$ cat config.mk
export PLATFORM = sky130hd
export DESIGN_NAME = serial_subtractor
export DESIGN_NICKNAME = d
export VERILOG_FILES = /design/src/rtl/serial_subtractor_pkg.sv /design/src/rtl/serial_subtractor_full_subtractor_bit.sv /design/src/rtl/serial_subtractor.sv
export SDC_FILE = /design/constraint.sdc
export NUM_CORES = 1
export LEC_CHECK = 0
export CORE_UTILIZATION = 26
export CTS_CLUSTER_DIAMETER = 120
export DETAILED_ROUTE_END_ITERATION = 10
export GPL_ROUTABILITY_DRIVEN = 0
export HOLD_SLACK_MARGIN = 0.08
export MAX_ROUTING_LAYER = met4
export PLACE_DENSITY = 0.51
export RECOVER_POWER = 100
export SLEW_MARGIN = 20
export SYNTH_ARGS = -nofsm -noshare
export SYNTH_HDL_FRONTEND = slang
export SYNTH_SLANG_ARGS = --single-unit
$ cat constraint.sdc
create_clock -name clk -period 2.64 [get_ports clk]
set_input_delay 0.264 -clock clk [delete_from_list [all_inputs] [get_ports clk]]
set_output_delay 0.264 -clock clk [all_outputs]
set_load 0.01 [all_outputs]
$ cat src/rtl/serial_subtractor_pkg.sv
// Shared types and constants for the bit-serial subtractor.
package serial_subtractor_pkg;

   typedef enum logic {
      IDLE,
      RUN
   } state_e;

   localparam int unsigned DEF_WIDTH = 4;

   function automatic int unsigned cnt_width(input int unsigned w);
      return (w < 2) ? 1 : $clog2(w);
   endfunction

endpackage

$ cat src/rtl/serial_subtractor_full_subtractor_bit.sv
// One-bit full subtractor cell: d = x - y - br, with borrow-out.
module full_subtractor_bit (
   input  logic x_i,
   input  logic y_i,
   input  logic br_i,
   output logic d_o,
   output logic br_next_o
);

   assign d_o       = x_i ^ y_i ^ br_i;
   assign br_next_o = (~x_i & y_i) | (~(x_i ^ y_i) & br_i);

endmodule

$ cat src/rtl/serial_subtractor.sv
// Bit-serial subtractor, LSB first: {bout, diff} = a - b - bin.
module serial_subtractor
   import serial_subtractor_pkg::*;
#(
   parameter int unsigned WIDTH = DEF_WIDTH
) (
   input  logic             clk,
   input  logic             rst,
   input  logic             start_i,
   input  logic [WIDTH-1:0] a_i,
   input  logic [WIDTH-1:0] b_i,
   input  logic             bin_i,
   output logic             busy_o,
   output logic             done_o,
   output logic [WIDTH-1:0] diff_o,
   output logic             bout_o
);

   localparam int unsigned CW = cnt_width(WIDTH);

   state_e           state_q, state_d;
   logic [WIDTH-1:0] a_q, a_d;
   logic [WIDTH-1:0] b_q, b_d;
   logic [WIDTH-1:0] dsr_q, dsr_d;
   logic [WIDTH-1:0] diff_q, diff_d;
   logic [CW-1:0]    cnt_q, cnt_d;
   logic             br_q, br_d;
   logic             bout_q, bout_d;
   logic             done_q, done_d;
   logic             d_bit;
   logic             br_nx;

   full_subtractor_bit u_cell (
      .x_i       (a_q[0]),
      .y_i       (b_q[0]),
      .br_i      (br_q),
      .d_o       (d_bit),
      .br_next_o (br_nx)
   );

   always_comb begin
      state_d = state_q;
      a_d     = a_q;
      b_d     = b_q;
      dsr_d   = dsr_q;
      diff_d  = diff_q;
      cnt_d   = cnt_q;
      br_d    = br_q;
      bout_d  = bout_q;
      done_d  = 1'b0;
      unique case (state_q)
         IDLE: begin
            if (start_i) begin
               a_d     = a_i;
               b_d     = b_i;
               br_d    = bin_i;
               cnt_d   = '0;
               state_d = RUN;
            end
         end
         RUN: begin
            a_d   = {1'b0, a_q[WIDTH-1:1]};
            b_d   = {1'b0, b_q[WIDTH-1:1]};
            dsr_d = {d_bit, dsr_q[WIDTH-1:1]};
            br_d  = br_nx;
            cnt_d = cnt_q + CW'(1);
            // Last bit: publish the completed shift register
            if (cnt_q == CW'(WIDTH - 1)) begin
               diff_d  = {d_bit, dsr_q[WIDTH-1:1]};
               bout_d  = br_nx;
               done_d  = 1'b1;
               state_d = IDLE;
            end
         end
         default: state_d = IDLE;
      endcase
   end

   always_ff @(posedge clk or posedge rst) begin
      if (rst) begin
         state_q <= IDLE;
         a_q     <= '0;
         b_q     <= '0;
         dsr_q   <= '0;
         diff_q  <= '0;
         cnt_q   <= '0;
         br_q    <= 1'b0;
         bout_q  <= 1'b0;
         done_q  <= 1'b0;
      end else begin
         state_q <= state_d;
         a_q     <= a_d;
         b_q     <= b_d;
         dsr_q   <= dsr_d;
         diff_q  <= diff_d;
         cnt_q   <= cnt_d;
         br_q    <= br_d;
         bout_q  <= bout_d;
         done_q  <= done_d;
      end
   end

   assign busy_o = (state_q == RUN);
   assign done_o = done_q;
   assign diff_o = diff_q;
   assign bout_o = bout_q;

endmodule

==> flow_summary.toml, run 1 <==
[final_layout]
fin_nets = 105
area_delta_synth_final_pct = 25.7
fillCellCount = 339
drive_gt1_share_pct = 5.56
final_cell_mix = "dfrtp_1 (21), mux2i_1 (12), clkdlybuf4s50_1 (9), dlygate4sd3_1 (9), nand2_1 (7)"
final_common_cell = "dfrtp_1"
antenna_cells = 0

[floorplan]
core-area_um2 = 3340
die_y_um = 61.0
rows = 21
die-area_um2 = 3720
initial_core_util_pct = 27.1
boundaryPins = 19
die_x_um = 61.0

[drt]
drc = 0
first_pass_iters = 4
drt.antenna.violating_nets = 0
vias = 546
vias_per_cell = 4.01
wl_per_cell_um = 10.5
drt_iter0_drc = 10
drt_wl_total_um = 1420

[timing]
fin_crit_sh_pct = 69.6
finalHoldViolCount = 0
tightest_slew_ps = 804
slew_headroom_pct = 46.3
setup_viol = 0
max_clock_freq_ghz = 0.545
hold_ws_ps = 494
slew_violations = 0
fin_worst_skew_ps = 0.908
layout_min_cycle_time_ps = 1840
fin_tns_setup_ps = 0
rsz0062_at_grt = "no"

[setup_path]
crit_required_ps = 2830
worst_setup_path_end_kind = "flip-flop"
cp.depth = 3
endpoint = "diff_o[0]$_DFFE_PP0P_"
cp.buffers_inverters = 1
cp_max_fo = 20
cp_slowest_cell = "clkbuf_1"
reg2reg_depth = 3
reg2reg_slack_ps = 800
worstPathArrival_ps = 2030
r2r-start = "busy_o$_DFF_PP0_"
setup.worst_path.start_class = "flip-flop"
crit_path_cell_trace = "clkbuf_1 > nand2_2 > mux2_1"
crit_family = "buffers and inverters"
r2r-end = "diff_o[0]$_DFFE_PP0P_"
cpPeakStageDelay_ps = 630
crit_type = "flip-flop to flip-flop"
crit_start = "busy_o$_DFF_PP0_"

[global_routing]
grt_pass1_wl_um = 2400
top_usage_layer = "met2"
grt_util_met1_pct = 11.3
grt_use_met2_pct = 14.3
antenna_found_initial = 0
grtUsageTotal_pct = 9.50
grt_pass1_vias = 530
grt_overflow_total = 0
grt_start_max_net_pins = 22
use_met3_pct = 4.41

[cts]
ctsHtreeMaxLevel = 1
post_cts_buffers = 0
path_clk_slew_ps = 110
ctsHoldBuffers = 0
cts_tree = "yes"
ctsRootBufferMaster = "clkbuf_4"
cts_buffer_depth = 2
cts_resized = 0
cts.sinks = 21
clkLatencyLatePin_ps = 300
numCtsBuffers = 3

[power_and_ir_drop]
power_leakage_nw = 0.530
ir_drop_mv = 0.452
power_density_nw_per_um2 = 982

[synthesis]
synth-warning-count = 0
synth_area_um2 = 906
syn_inst = 70
synth-seq-cells = 21
avgSynthCellArea_um2 = 12.9
mappedNetlistNets = 84
ys_seq_area_share_pct = 58.0
ys_types = 16

[placed_design]
dpl.hpwl_um = 1010
io_buffers = 18

[outcome]
outcome = "completed"

[flow_run]
maxCapViolations = 0

[hold_path]
hold_path_class = "flip-flop to flip-flop"
==> cells by family after synthesis <==
family | Yosys count | synth area share [%]
AOI/OAI and AO/OA | 8 | 4.70
adders and majority gates | 2 | 3.59
muxes | 19 | 23.6
and+or+nand+nor | 12 | 5.80
DFF | 21 | 58.0
buffers and inverters | 8 | 4.28
==> routing by layer <==
layer | wire length, um | vias up
met2 | 627 | 19
li1 | - | 272
met4 | 8 | 0
met1 | 708 | 253
met3 | 79 | 2
met5 | 0 | -
==> per-stage QoR <==
step / setup slack, ps / utilization, % / power [mW] / instances / cell area [um2]
after floorplan: 1410 / - / 0.884 / 70 / 906
after global placement: 1040 / 33.9 / 1.05 / 132 / 1130
after detailed placement: 1010 / 33.9 / 1.07 / 132 / 1130
after CTS: 1030 / 34.7 / 1.23 / 136 / 1160
after global routing: 634 / 34.1 / 1.22 / 136 / 1140
final: 804 / 34.1 / 1.12 / 136 / 1140
==> synthesized netlist by cell type (all sizes together) <==
library cell | count | share of area [%]
mux2i | 12 | 13
o21ai | 7 | 3.9
inv | 5 | 2.1
ha | 1 | 1.4
dfrtp | 21 | 58
nand2 | 8 | 3.6
o21a | 1 | 0.83
buf | 3 | 2.2
nor2 | 2 | 0.83
mux2 | 7 | 10
nand2b | 2 | 1.4
fa | 1 | 2.2
==> worst min path at each step <==
stage,start,cells past startpoint,slack (ps),endpoint
after floorplan,rst,1,240,a_q[0]$_DFFE_PP0P_
after CTS,rst,2,430,cnt_q[1]$_DFFE_PP0P_
after detailed placement,a_q[1]$_DFFE_PP0P_,2,480,a_q[0]$_DFFE_PP0P_
final,diff_o[2]$_DFFE_PP0P_,1,490,diff_o[2]$_DFFE_PP0P_
after global placement,a_q[3]$_DFFE_PP0P_,2,460,a_q[2]$_DFFE_PP0P_
after global routing,diff_o[2]$_DFFE_PP0P_,1,510,diff_o[2]$_DFFE_PP0P_
==> state kept, by name, indices dropped and copies added (netlist names) <==
register,flops
cnt_q,2
dsr_q,3
done_o,1
b_q,4
a_q,4
busy_o,1
diff_o,4
br_q,1
bout_o,1
==> power by group <==
part           switching [mW]  total, mW  internal, mW
clock                  0.0949      0.154        0.0589
sequential             0.0755      0.541         0.465
combinational           0.192      0.423         0.231
total                   0.363       1.12         0.755
==> cell type report <==
class / instances / area, um2 / area share (%)
Sequential cell: 21 / 526 / 46.2
Multi-Input combinational cell: 41 / 327 / 28.7
Timing Repair Buffer: 19 / 184 / 16.2
Tap cell: 46 / 57.6 / 5.05
Clock buffer: 4 / 26.3 / 2.31
Inverter: 5 / 18.8 / 1.65
==> worst register-to-register path, cell delays in order, from the launching register on <==
cell and delay [ps]:
dfrtp_1 450, clkbuf_1 630, nand2_2 270, mux2_1 390
No activity file was read; power rests on OpenSTA's default activity.
==> inputs of run 2 (changes only) <==
clock period = 1.76 ns   (was 2.64 ns; I/O delays follow)
==> flow_summary.toml, run 2 (same netlist as run 1, synthesis figures left out) <==
[timing]
slew_violations = 0
slew_headroom_pct = 23.5
fin_crit_sh_pct = 91.4
finalHoldViolCount = 0
fin_worst_skew_ps = 6.51
fin_tns_setup_ps = 0
max_clock_freq_ghz = 0.621
layout_min_cycle_time_ps = 1610
rsz0062_at_grt = "no"
setup_viol = 0
tightest_slew_ps = 1150

[global_routing]
antenna_found_initial = 0
grt_overflow_total = 0
grtUsageTotal_pct = 9.54
grt_start_max_net_pins = 22
grt_pass1_vias = 568
grt_pass1_wl_um = 2470

[drt]
wl_per_cell_um = 10.3
drt_wl_total_um = 1430
drc = 0
drt.antenna.violating_nets = 0
drt_iter0_drc = 4
first_pass_iters = 4
vias_per_cell = 4.21
vias = 581

[outcome]
outcome = "completed"

[final_layout]
final_common_cell = "dfrtp_1"
area_delta_synth_final_pct = 26.7
drive_gt1_share_pct = 5.43
fillCellCount = 348
postLayoutCoreUtil_pct = 34.4
antenna_cells = 0
fin_nets = 107
final_cell_mix = "dfrtp_1 (21), mux2i_1 (12), clkdlybuf4s50_1 (10), nand2_1 (8), dlygate4sd3_1 (8)"

[setup_path]
reg2reg_depth = 3
r2r-end = "cnt_q[1]$_DFFE_PP0P_"
crit_required_ps = 1580
cp_slowest_cell = "dlygate4sd3_1"
cp.buffers_inverters = 1
reg2reg_slack_ps = 340
cp_max_fo = 7
worstPathArrival_ps = 1430
r2r-start = "busy_o$_DFF_PP0_"
setup.worst_path.start_class = "flip-flop"
crit_type = "flip-flop to output port"
crit_family = "buffers and inverters"
worst_setup_path_end_kind = "output port"
cpPeakStageDelay_ps = 640
crit_path_cell_trace = "dlygate4sd3_1"

[floorplan]
rows = 21
initial_core_util_pct = 27.1
die_x_um = 61.0
boundaryPins = 19
die_y_um = 61.0
core-area_um2 = 3340
die-area_um2 = 3720

[cts]
numCtsBuffers = 3
cts_resized = 0
cts_tree = "yes"
cts_buffer_depth = 2
ctsHoldBuffers = 0
ctsHtreeMaxLevel = 1
ctsRootBufferMaster = "clkbuf_4"
post_cts_buffers = 0
clkLatencyLatePin_ps = 300
cts.sinks = 21
path_clk_slew_ps = 120

[hold_path]
whs_path_depth = 3
hold_path_class = "input port to flip-flop"
hold_end = "b_q[3]$_DFFE_PP0P_"
hold_start = "b_i[3]"

[power_and_ir_drop]
power_density_nw_per_um2 = 1460
internal_power_mw = 1.13
power_leakage_nw = 0.535
netSwitchingFraction_pct = 32.4
power.switching_uw = 542
p_comb_share_pct = 37.1
pwr-share-seq_pct = 49.0
ir_drop_mv = 0.527
clkPwrFrac_pct = 13.9

[placed_design]
dpl.hpwl_um = 1040
io_buffers = 18

[flow_run]
maxCapViolations = 0
==> run 2: changes by cell type in the layout (fill, tap and decap cells not counted) <==
cell,before,now
o21ai_1,1,0
nand2_1,7,8
clkdlybuf4s50_1,9,10
buf_4,0,1
dlygate4sd3_1,9,8
clkbuf_1,2,3
o21ai_0,6,7
nand2_2,1,0
==> run 2: stage by stage <==
step | instance area, um2 | hold slack, ps | std cells | power (mW) | setup WS, ps
3_3_place_gp | 1150 | 465 | 134 | 1.58 | 484
2_1_floorplan | 906 | 153 | 70 | 1.33 | 527
5_1_grt | 1150 | 493 | 138 | 1.83 | 64.3
6_report | 1150 | 476 | 138 | 1.67 | 151
4_1_cts | 1170 | 206 | 138 | 1.84 | 153
3_5_place_dp | 1150 | 486 | 134 | 1.60 | 472
==> run 2: cell type report <==
class / count / area, um2 / area share, %
well taps: 46 / 57.6 / 5.02
flip-flops and latches: 21 / 526 / 45.8
clock buffers: 4 / 26.3 / 2.29
multi-input cells: 41 / 324 / 28.2
repair buffers: 21 / 195 / 17.0
inverters: 5 / 18.8 / 1.64
==> run 2: metal layers <==
| metal | wire [um] | track usage, % |
|---|---|---|
| met3 | 83 | 4.41 |
| met2 | 666 | 15.8 |
| met4 | 10 | 1.95 |
| met1 | 667 | 10.5 |
| met5 | 0 | - |
==> run 2: power by group through the flow <==
stage	clock network [mW]	logic, mW	registers [mW]
final	0.233	0.620	0.819
after global routing	0.265	0.711	0.856
after CTS	0.249	0.758	0.836
after detailed placement	0	0.758	0.847
after global placement	0	0.746	0.839
after floorplan	0	0.478	0.848
==> run 2: how the worst max path moves through the flow <==
stage                     slack, ps  depth (start not counted)          startpoint               endpoint
after floorplan                 530                          3  b_q[0]$_DFFE_PP0P_  diff_o[3]$_DFFE_PP0P_
after global placement          480                          3  b_q[0]$_DFFE_PP0P_  diff_o[3]$_DFFE_PP0P_
after detailed placement        470                          4             start_i     a_q[2]$_DFFE_PP0P_
after CTS                       150                          1    busy_o$_DFF_PP0_                 busy_o
after global routing             60                          1    busy_o$_DFF_PP0_                 busy_o
final                           150                          1    busy_o$_DFF_PP0_                 busy_o
==> run 2: tightest hold or removal path: stages <==
cell	delay, ps
clkdlybuf4s50_1	400
mux2i_1	130
nor2_1	50
